<file path="config.mk">
export PLATFORM = sky130hd
export DESIGN_NAME = ex_muldiv_unit
export DESIGN_NICKNAME = d
export VERILOG_FILES = /design/src/rtl/ex_muldiv_unit.sv
export SDC_FILE = /design/constraint.sdc
export NUM_CORES = 1
export LEC_CHECK = 0
export CORE_UTILIZATION = 50
export DETAILED_ROUTE_END_ITERATION = 10
export GPL_ROUTABILITY_DRIVEN = 0
export PLACE_DENSITY = 0.74
export SYNTH_ARGS = -nofsm -noshare
export SYNTH_HDL_FRONTEND = slang
export SYNTH_SLANG_ARGS = --single-unit
</file>
<file path="constraint.sdc">
create_clock -name clk -period 4.4 [get_ports clk]
set_input_delay 0.44 -clock clk [delete_from_list [all_inputs] [get_ports clk]]
set_output_delay 0.44 -clock clk [all_outputs]
set_load 0.005 [all_outputs]
</file>
<file path="src/rtl/ex_muldiv_unit.sv">
`default_nettype none
// ============================================================================
// Module   : ex_muldiv_unit
// Brief    : Iterative radix-2 MULT/MULTU/DIV/DIVU unit with HI/LO register pair
//            and a stall request towards the hazard logic.
// Revision : 1.0 - initial release
// ============================================================================
module ex_muldiv_unit #(
    parameter int WIDTH = 32,
    parameter int CNT_W = 5
) (
    input  logic             clk,
    input  logic             rst_n,
    input  logic             start,
    input  logic [1:0]       op,
    input  logic [WIDTH-1:0] dato_A,
    input  logic [WIDTH-1:0] dato_B,
    input  logic             hi_we,
    input  logic             lo_we,
    input  logic             hilo_rd,
    output logic [WIDTH-1:0] hi_out,
    output logic [WIDTH-1:0] lo_out,
    output logic             busy,
    output logic             stall,
    output logic             done,
    output logic             div_zero
);

    typedef enum logic [1:0] {
        IDLE = 2'd0,
        RUN  = 2'd1,
        FIX  = 2'd2
    } state_t;

    state_t r_state, w_state_next;

    logic [CNT_W-1:0] r_cnt;
    logic             r_is_div;
    logic             r_neg_q;
    logic             r_neg_r;
    logic             r_div0;
    logic [WIDTH-1:0] r_a_raw;
    logic [WIDTH-1:0] r_d;
    logic [WIDTH-1:0] r_q;
    logic [WIDTH-1:0] r_acc;
    logic [WIDTH-1:0] r_hi;
    logic [WIDTH-1:0] r_lo;
    logic             r_done;
    logic             r_dz;

    logic             w_signed;
    logic [WIDTH-1:0] w_abs_a;
    logic [WIDTH-1:0] w_abs_b;
    logic [WIDTH:0]   w_mul_sum;
    logic [WIDTH:0]   w_rem_sh;
    logic [WIDTH-1:0] w_div_diff;
    logic             w_ge;
    logic [2*WIDTH-1:0] w_prod;
    logic [2*WIDTH-1:0] w_prod_fix;
    logic [WIDTH-1:0] w_quot;
    logic [WIDTH-1:0] w_rem;

    assign w_signed = ~op[0];
    assign w_abs_a  = (w_signed && dato_A[WIDTH-1]) ? -dato_A : dato_A;
    assign w_abs_b  = (w_signed && dato_B[WIDTH-1]) ? -dato_B : dato_B;

    // Multiply: r_d = multiplicand, r_q = multiplier shifting out LSB-first.
    assign w_mul_sum  = {1'b0, r_acc} + (r_q[0] ? {1'b0, r_d} : {(WIDTH+1){1'b0}});

    // Divide: r_q = dividend shifting into the partial remainder, r_d = divisor.
    assign w_rem_sh   = {r_acc, r_q[WIDTH-1]};
    assign w_ge       = (w_rem_sh >= {1'b0, r_d});
    assign w_div_diff = w_rem_sh[WIDTH-1:0] - r_d;

    assign w_prod     = {r_acc, r_q};
    assign w_prod_fix = r_neg_q ? -w_prod : w_prod;
    assign w_quot     = r_neg_q ? -r_q : r_q;
    assign w_rem      = r_neg_r ? -r_acc : r_acc;

    always_comb begin
        w_state_next = r_state;
        case (r_state)
            IDLE:    if (start) w_state_next = RUN;
            RUN:     if (r_cnt == CNT_W'(WIDTH-1)) w_state_next = FIX;
            FIX:     w_state_next = IDLE;
            default: w_state_next = IDLE;
        endcase
    end

    always_ff @(negedge clk) begin
        if (!rst_n) begin
            r_state  <= IDLE;
            r_cnt    <= '0;
            r_is_div <= 1'b0;
            r_neg_q  <= 1'b0;
            r_neg_r  <= 1'b0;
            r_div0   <= 1'b0;
            r_a_raw  <= '0;
            r_d      <= '0;
            r_q      <= '0;
            r_acc    <= '0;
            r_hi     <= '0;
            r_lo     <= '0;
            r_done   <= 1'b0;
            r_dz     <= 1'b0;
        end else begin
            r_state <= w_state_next;
            r_done  <= 1'b0;
            r_dz    <= 1'b0;
            case (r_state)
                IDLE: begin
                    if (hi_we) r_hi <= dato_A;
                    if (lo_we) r_lo <= dato_A;
                    if (start) begin
                        r_is_div <= op[1];
                        r_neg_q  <= w_signed & (dato_A[WIDTH-1] ^ dato_B[WIDTH-1]);
                        r_neg_r  <= w_signed & dato_A[WIDTH-1];
                        r_div0   <= op[1] & (dato_B == '0);
                        r_a_raw  <= dato_A;
                        r_d      <= op[1] ? w_abs_b : w_abs_a;
                        r_q      <= op[1] ? w_abs_a : w_abs_b;
                        r_acc    <= '0;
                        r_cnt    <= '0;
                    end
                end
                RUN: begin
                    r_cnt <= r_cnt + 1'b1;
                    if (r_is_div) begin
                        r_acc <= w_ge ? w_div_diff : w_rem_sh[WIDTH-1:0];
                        r_q   <= {r_q[WIDTH-2:0], w_ge};
                    end else begin
                        r_acc <= w_mul_sum[WIDTH:1];
                        r_q   <= {w_mul_sum[0], r_q[WIDTH-1:1]};
                    end
                end
                FIX: begin
                    r_done <= 1'b1;
                    if (!r_is_div) begin
                        {r_hi, r_lo} <= w_prod_fix;
                    end else if (r_div0) begin
                        r_hi <= r_a_raw;
                        r_lo <= '1;
                        r_dz <= 1'b1;
                    end else begin
                        r_hi <= w_rem;
                        r_lo <= w_quot;
                    end
                end
                default: ;
            endcase
        end
    end

    assign hi_out   = r_hi;
    assign lo_out   = r_lo;
    assign busy     = (r_state != IDLE);
    assign stall    = busy & (start | hilo_rd | hi_we | lo_we);
    assign done     = r_done;
    assign div_zero = r_dz;

endmodule
`default_nettype wire

</file>
## After elaboration in Yosys (flattened, before gate mapping)

Index checks and enable logic that the tools add are counted.

| word-level totals | value |
|---|---|
| register bits after elaboration | 205 |
| input bits | 72 |
| output and inout bits | 68 |
| word-level logic and storage cells | 82 |

| cells by class | value |
|---|---|
| add/subtract/negate cells | 8 |
| magnitude comparators | 1 |
| equality and inequality tests | 7 |
| muxes and demuxes | 30 |
| bitwise operators | 9 |
| reduce and logical (&&, ||, !) cells | 13 |

Operator list:

| cell | count |
|---|---|
| $mux 32 | 18 |
| $pmux 32 s2 | 4 |
| $neg 32->32 | 4 |
| $mux 64 | 1 |
| $neg 64->64 | 1 |
| $add 32x32->33 | 1 |
| $ge 33x32->1 | 1 |
| $logic_not 32->1 | 1 |
| $sub 32x32->32 | 1 |
| $pmux 5 s2 | 1 |
| $reduce_and 2->1 | 5 |
| $ne 2x2->1 const B | 4 |
| $reduce_bool 2->1 | 3 |
| $add 5x1->5 const B | 1 |
| $eq 5x5->1 const B | 1 |
| $mux 5 | 1 |
| $and 1x1->1 | 4 |
| $mux 2 | 2 |
| $pmux 2 s2 | 1 |
| $or 1x1->1 | 3 |
| $reduce_and 3->1 | 1 |
| $eq 2x1->1 const B | 1 |
| $eq 2x2->1 const B | 1 |
| $logic_and 1x1->1 | 2 |
| other kinds (4) | 5 |

## Depth between registers and ports, before layout

| depth | value |
|---|---|
| depth in word-level cells | 6 |
| depth in mapped cells | 15 |
| gate-level depth less buffers | 14 |

==> results by group <==
Cells and area
  • Most common cell after layout, fill and taps aside: nand2_1
  • Nets: between 2000 and 3000
  • Layout cells sized above 1: 0.140
  • Fill count: around 2700
  • Synth-to-layout area growth: 30.6%
  • Commonest non-fill, non-tap cells in the layout: 324 x nand2_1, 271 x inv_1, 235 x a21oi_1, 200 x dfxtp_1, 192 x buf_4

Place
  • Post-DP HPWL: between 40000 and 50000 um
  • IO Port Bufs: ~140

Yosys
  • Flops & latches, synth: between 200 and 250
  • Post-synth cell types: a little under 70
  • Cell Area, Synth: 16500 sq um
  • Mapped Avg Cell Area: a little over 7 sq um
  • Syn nets: 2431
  • Yosys synthesis warning count: 0
  • Number of synthesized flops with an enable pin: 0
  • FFs w/ async S/R, synth: 0
  • Post-synthesis sequential area ratio: 0.248
  • Top FF cell, synth: dfxtp_1
  • Cells after synthesis: 2287

STA
  • Worst slew pin tran: between 1 and 1.5 ns
  • RSZ-0062 raised after global routing: yes
  • Setup TNS: -1.56 ns
  • Clk_skew: 0.0329 ns
  • Slew Viols, Final: 0
  • Hold Fails Final Rpt: 0
  • Final setup margin: -0.200 ns
  • Endpoints failing setup: 18
  • Slew HR: 0.289

Floorplan
  • Placeable Area: about 33000 sq um
  • Horiz. Die Dim: around 180 um
  • Chip height: roughly 180 um
  • Die area: 33800 sq um
  • Rows: 66
  • Starting density of the core: 0.508
  • IO Pins: 140

CTS
  • Root Driver: clkbuf_16
  • CTS tree: built
  • Number of buffers created by CTS: 26
  • Max H-tree Level: 1
  • Clk buf depth: 3
  • Num Clock Sinks: between 200 and 250
  • Reg clk slew, reported paths: ~0.03 ns
  • Worst-Skew Late Latency: roughly 0.62 ns
  • Cts hold-fix bufs: 0

Outcome
  • Failing checks: negative setup slack
  • Outcome: finished with violations

Detailed routing
  • Per-cell routed wire length: roughly 21 um
  • 1st-iter DRT viols: ~2300
  • ANT nets after route: 0
  • Total wire length: 66800 um
  • Total number of vias: around 20000
  • Post-DR vias/cell: 6.36
  • Initial DRT Pass Iterations: 6
  • Remaining routing DRC violations: 0

Worst setup path
  • CP startpoint kind: primary input
  • Crit path DAT: 2.93 ns
  • Critical Path Fanout Max: 5
  • Critical path class: in2reg
  • Worst Setup End Kind: flip-flop
  • Worst path required time: approximately 2.7 ns

GRT
  • First-pass GRT wire length: 101000 um
  • Initial antenna violation count: 2
  • GRT Total Usage: 0.382
  • Total congestion overflow: 0
  • Largest net degree at the start of global routing: 86
  • Vias in the first global route: ~19000

Hold path
  • Hold/Removal Path Class: reg2reg

Power and ir drop
  • Peak VDD IR: slightly above 300 uV
  • LEAKAGE: approximately 0.0092 uW
  • Total chip power: between 7000 and 8000 uW
  • PwrDens: roughly 330 nW/um^2

Flow run
  • Max Cap Viol: 0
[critical path, cell delays in order]
cell and delay (ns):
buf_6 0.09, or4_4 0.56, nor4_4 0.25, nand4_1 0.16, or4_4 0.52, buf_4 0.18, o21ai_4 0.15, xnor2_2 0.14
a21oi_1 0.08, mux2_2 0.27, nor2_1 0.09
[cells in the mapped netlist, drive strengths merged (3+ instances only)]
| master | count | share of area |
|---|---|---|
| a211o | 5 | 0.0026 |
| a211oi | 44 | 0.020 |
| a21boi | 3 | 0.0014 |
| a21o | 23 | 0.010 |
| a21oi | 243 | 0.074 |
| a221oi | 18 | 0.0095 |
| a22oi | 19 | 0.0086 |
| a311oi | 9 | 0.0048 |
| a31o | 4 | 0.0021 |
| a31oi | 18 | 0.0068 |
| and2 | 8 | 0.0030 |
| and3 | 10 | 0.0038 |
| and4 | 3 | 0.0016 |
| buf | 26 | 0.0069 |
| clkbuf | 171 | 0.039 |
| dfxtp | 205 | 0.25 |
| ha | 70 | 0.053 |
| inv | 66 | 0.015 |
| mux2 | 6 | 0.0041 |
| mux2i | 62 | 0.038 |
| nand2 | 326 | 0.074 |
| nand2b | 29 | 0.011 |
| nand3 | 49 | 0.015 |
| nand4 | 23 | 0.0087 |
| nand4b | 4 | 0.0021 |
| nor2 | 159 | 0.036 |
| nor2b | 18 | 0.0068 |
| nor3 | 37 | 0.011 |
| nor3b | 3 | 0.0014 |
| nor4 | 24 | 0.0095 |
| o2111ai | 8 | 0.0042 |
| o211ai | 47 | 0.021 |
| o21a | 7 | 0.0032 |
| o21ai | 165 | 0.050 |
| o21bai | 8 | 0.0036 |
| o221ai | 45 | 0.024 |
| o22ai | 8 | 0.0030 |
| o311ai | 4 | 0.0021 |
| o31ai | 30 | 0.014 |
| o41ai | 12 | 0.0073 |
| or2 | 11 | 0.0043 |
| or3 | 16 | 0.0073 |
| or4 | 25 | 0.012 |
| xnor2 | 140 | 0.074 |
| xor2 | 60 | 0.032 |
[final cells by class]
cell class | count | area [sq um] | area share
clock inverters | 227 | 1030 | 0.0477
clock buffers | 26 | 651 | 0.0301
multi-input cells | 1818 | 12000 | 0.554
flip-flops and latches | 205 | 4120 | 0.191
inverters | 66 | 250 | 0.0116
diodes | 1 | 2.50 | 0.000116
repair buffers | 343 | 3020 | 0.140
well taps | 442 | 553 | 0.0256
[repair_timing]
item | in CTS | in global routing
setup endpoints to repair | 43 | 43
pin swaps | 44 | 49
buffers inserted | 8 | 13
gates resized for setup | 84 | 70
cloned | 0 | 0
[final timing paths]
| kind | from | to | slack [ns] | depth (start not counted) |
|---|---|---|---|---|
| max | dato_B[11] | r_d[22]$_SDFFE_NN0P_ | -0.20 | 11 |
| max reg2reg | r_q[0]$_SDFFE_NN0P_ | r_acc[28]$_SDFFE_NN0P_ | 0.49 | 14 |
| min | lo_out[5]$_SDFFE_NN0P_ | lo_out[5]$_SDFFE_NN0P_ | 0.45 | 2 |
| min reg2reg | lo_out[5]$_SDFFE_NN0P_ | lo_out[5]$_SDFFE_NN0P_ | 0.45 | 2 |
[stage by stage]
| step | area [sq um] | utilization | hold slack (ns) | instances | setup WS (ns) |
|---|---|---|---|---|---|
| after CTS | 21200 | 0.652 | 0.448 | 3118 | -0.205 |
| after global routing | 21600 | 0.664 | 0.461 | 3128 | -0.266 |
| after floorplan | 16600 | - | 0.431 | 2287 | -0.522 |
| after detailed placement | 19300 | 0.594 | 0.444 | 2860 | -1.08 |
| final | 21600 | 0.664 | 0.447 | 3128 | -0.200 |
| after global placement | 19300 | 0.594 | 0.438 | 2860 | -0.994 |
[state kept, by name (all words and copies together) (netlist names)]
register and cells:
r_a_raw 32, done 1, hi_out 32, r_state 2
r_is_div 1, r_q 32, r_acc 32, r_neg_r 1
lo_out 32, r_neg_q 1, div_zero 1, r_cnt 5
r_div0 1, r_d 32
[power by group]
part,switching (uW),internal [uW]
Sequential,167,1990
Clock,1530,1590
Combinational,1080,779
[metal layers]
layer / share of wire / wire (um) / global-route usage
met4: 0.065 / 4330 / 0.243
met1: 0.38 / 25300 / 0.458
met5: 0 / 0 / 0
met2: 0.45 / 29900 / 0.601
met3: 0.11 / 7200 / 0.107
[kinds of logic after synthesis]
| family | share of synthesized area |
|---|---|
| AO/OA/AOI/OAI | 0.279 |
| buffers and inverters | 0.0610 |
| XOR/XNOR | 0.106 |
| adder cells (fa/ha/maj) | 0.0554 |
| AND/OR/NAND/NOR | 0.209 |
| multiplexers | 0.0416 |
| flip-flops | 0.248 |
(Power assumes the default switching activity.)
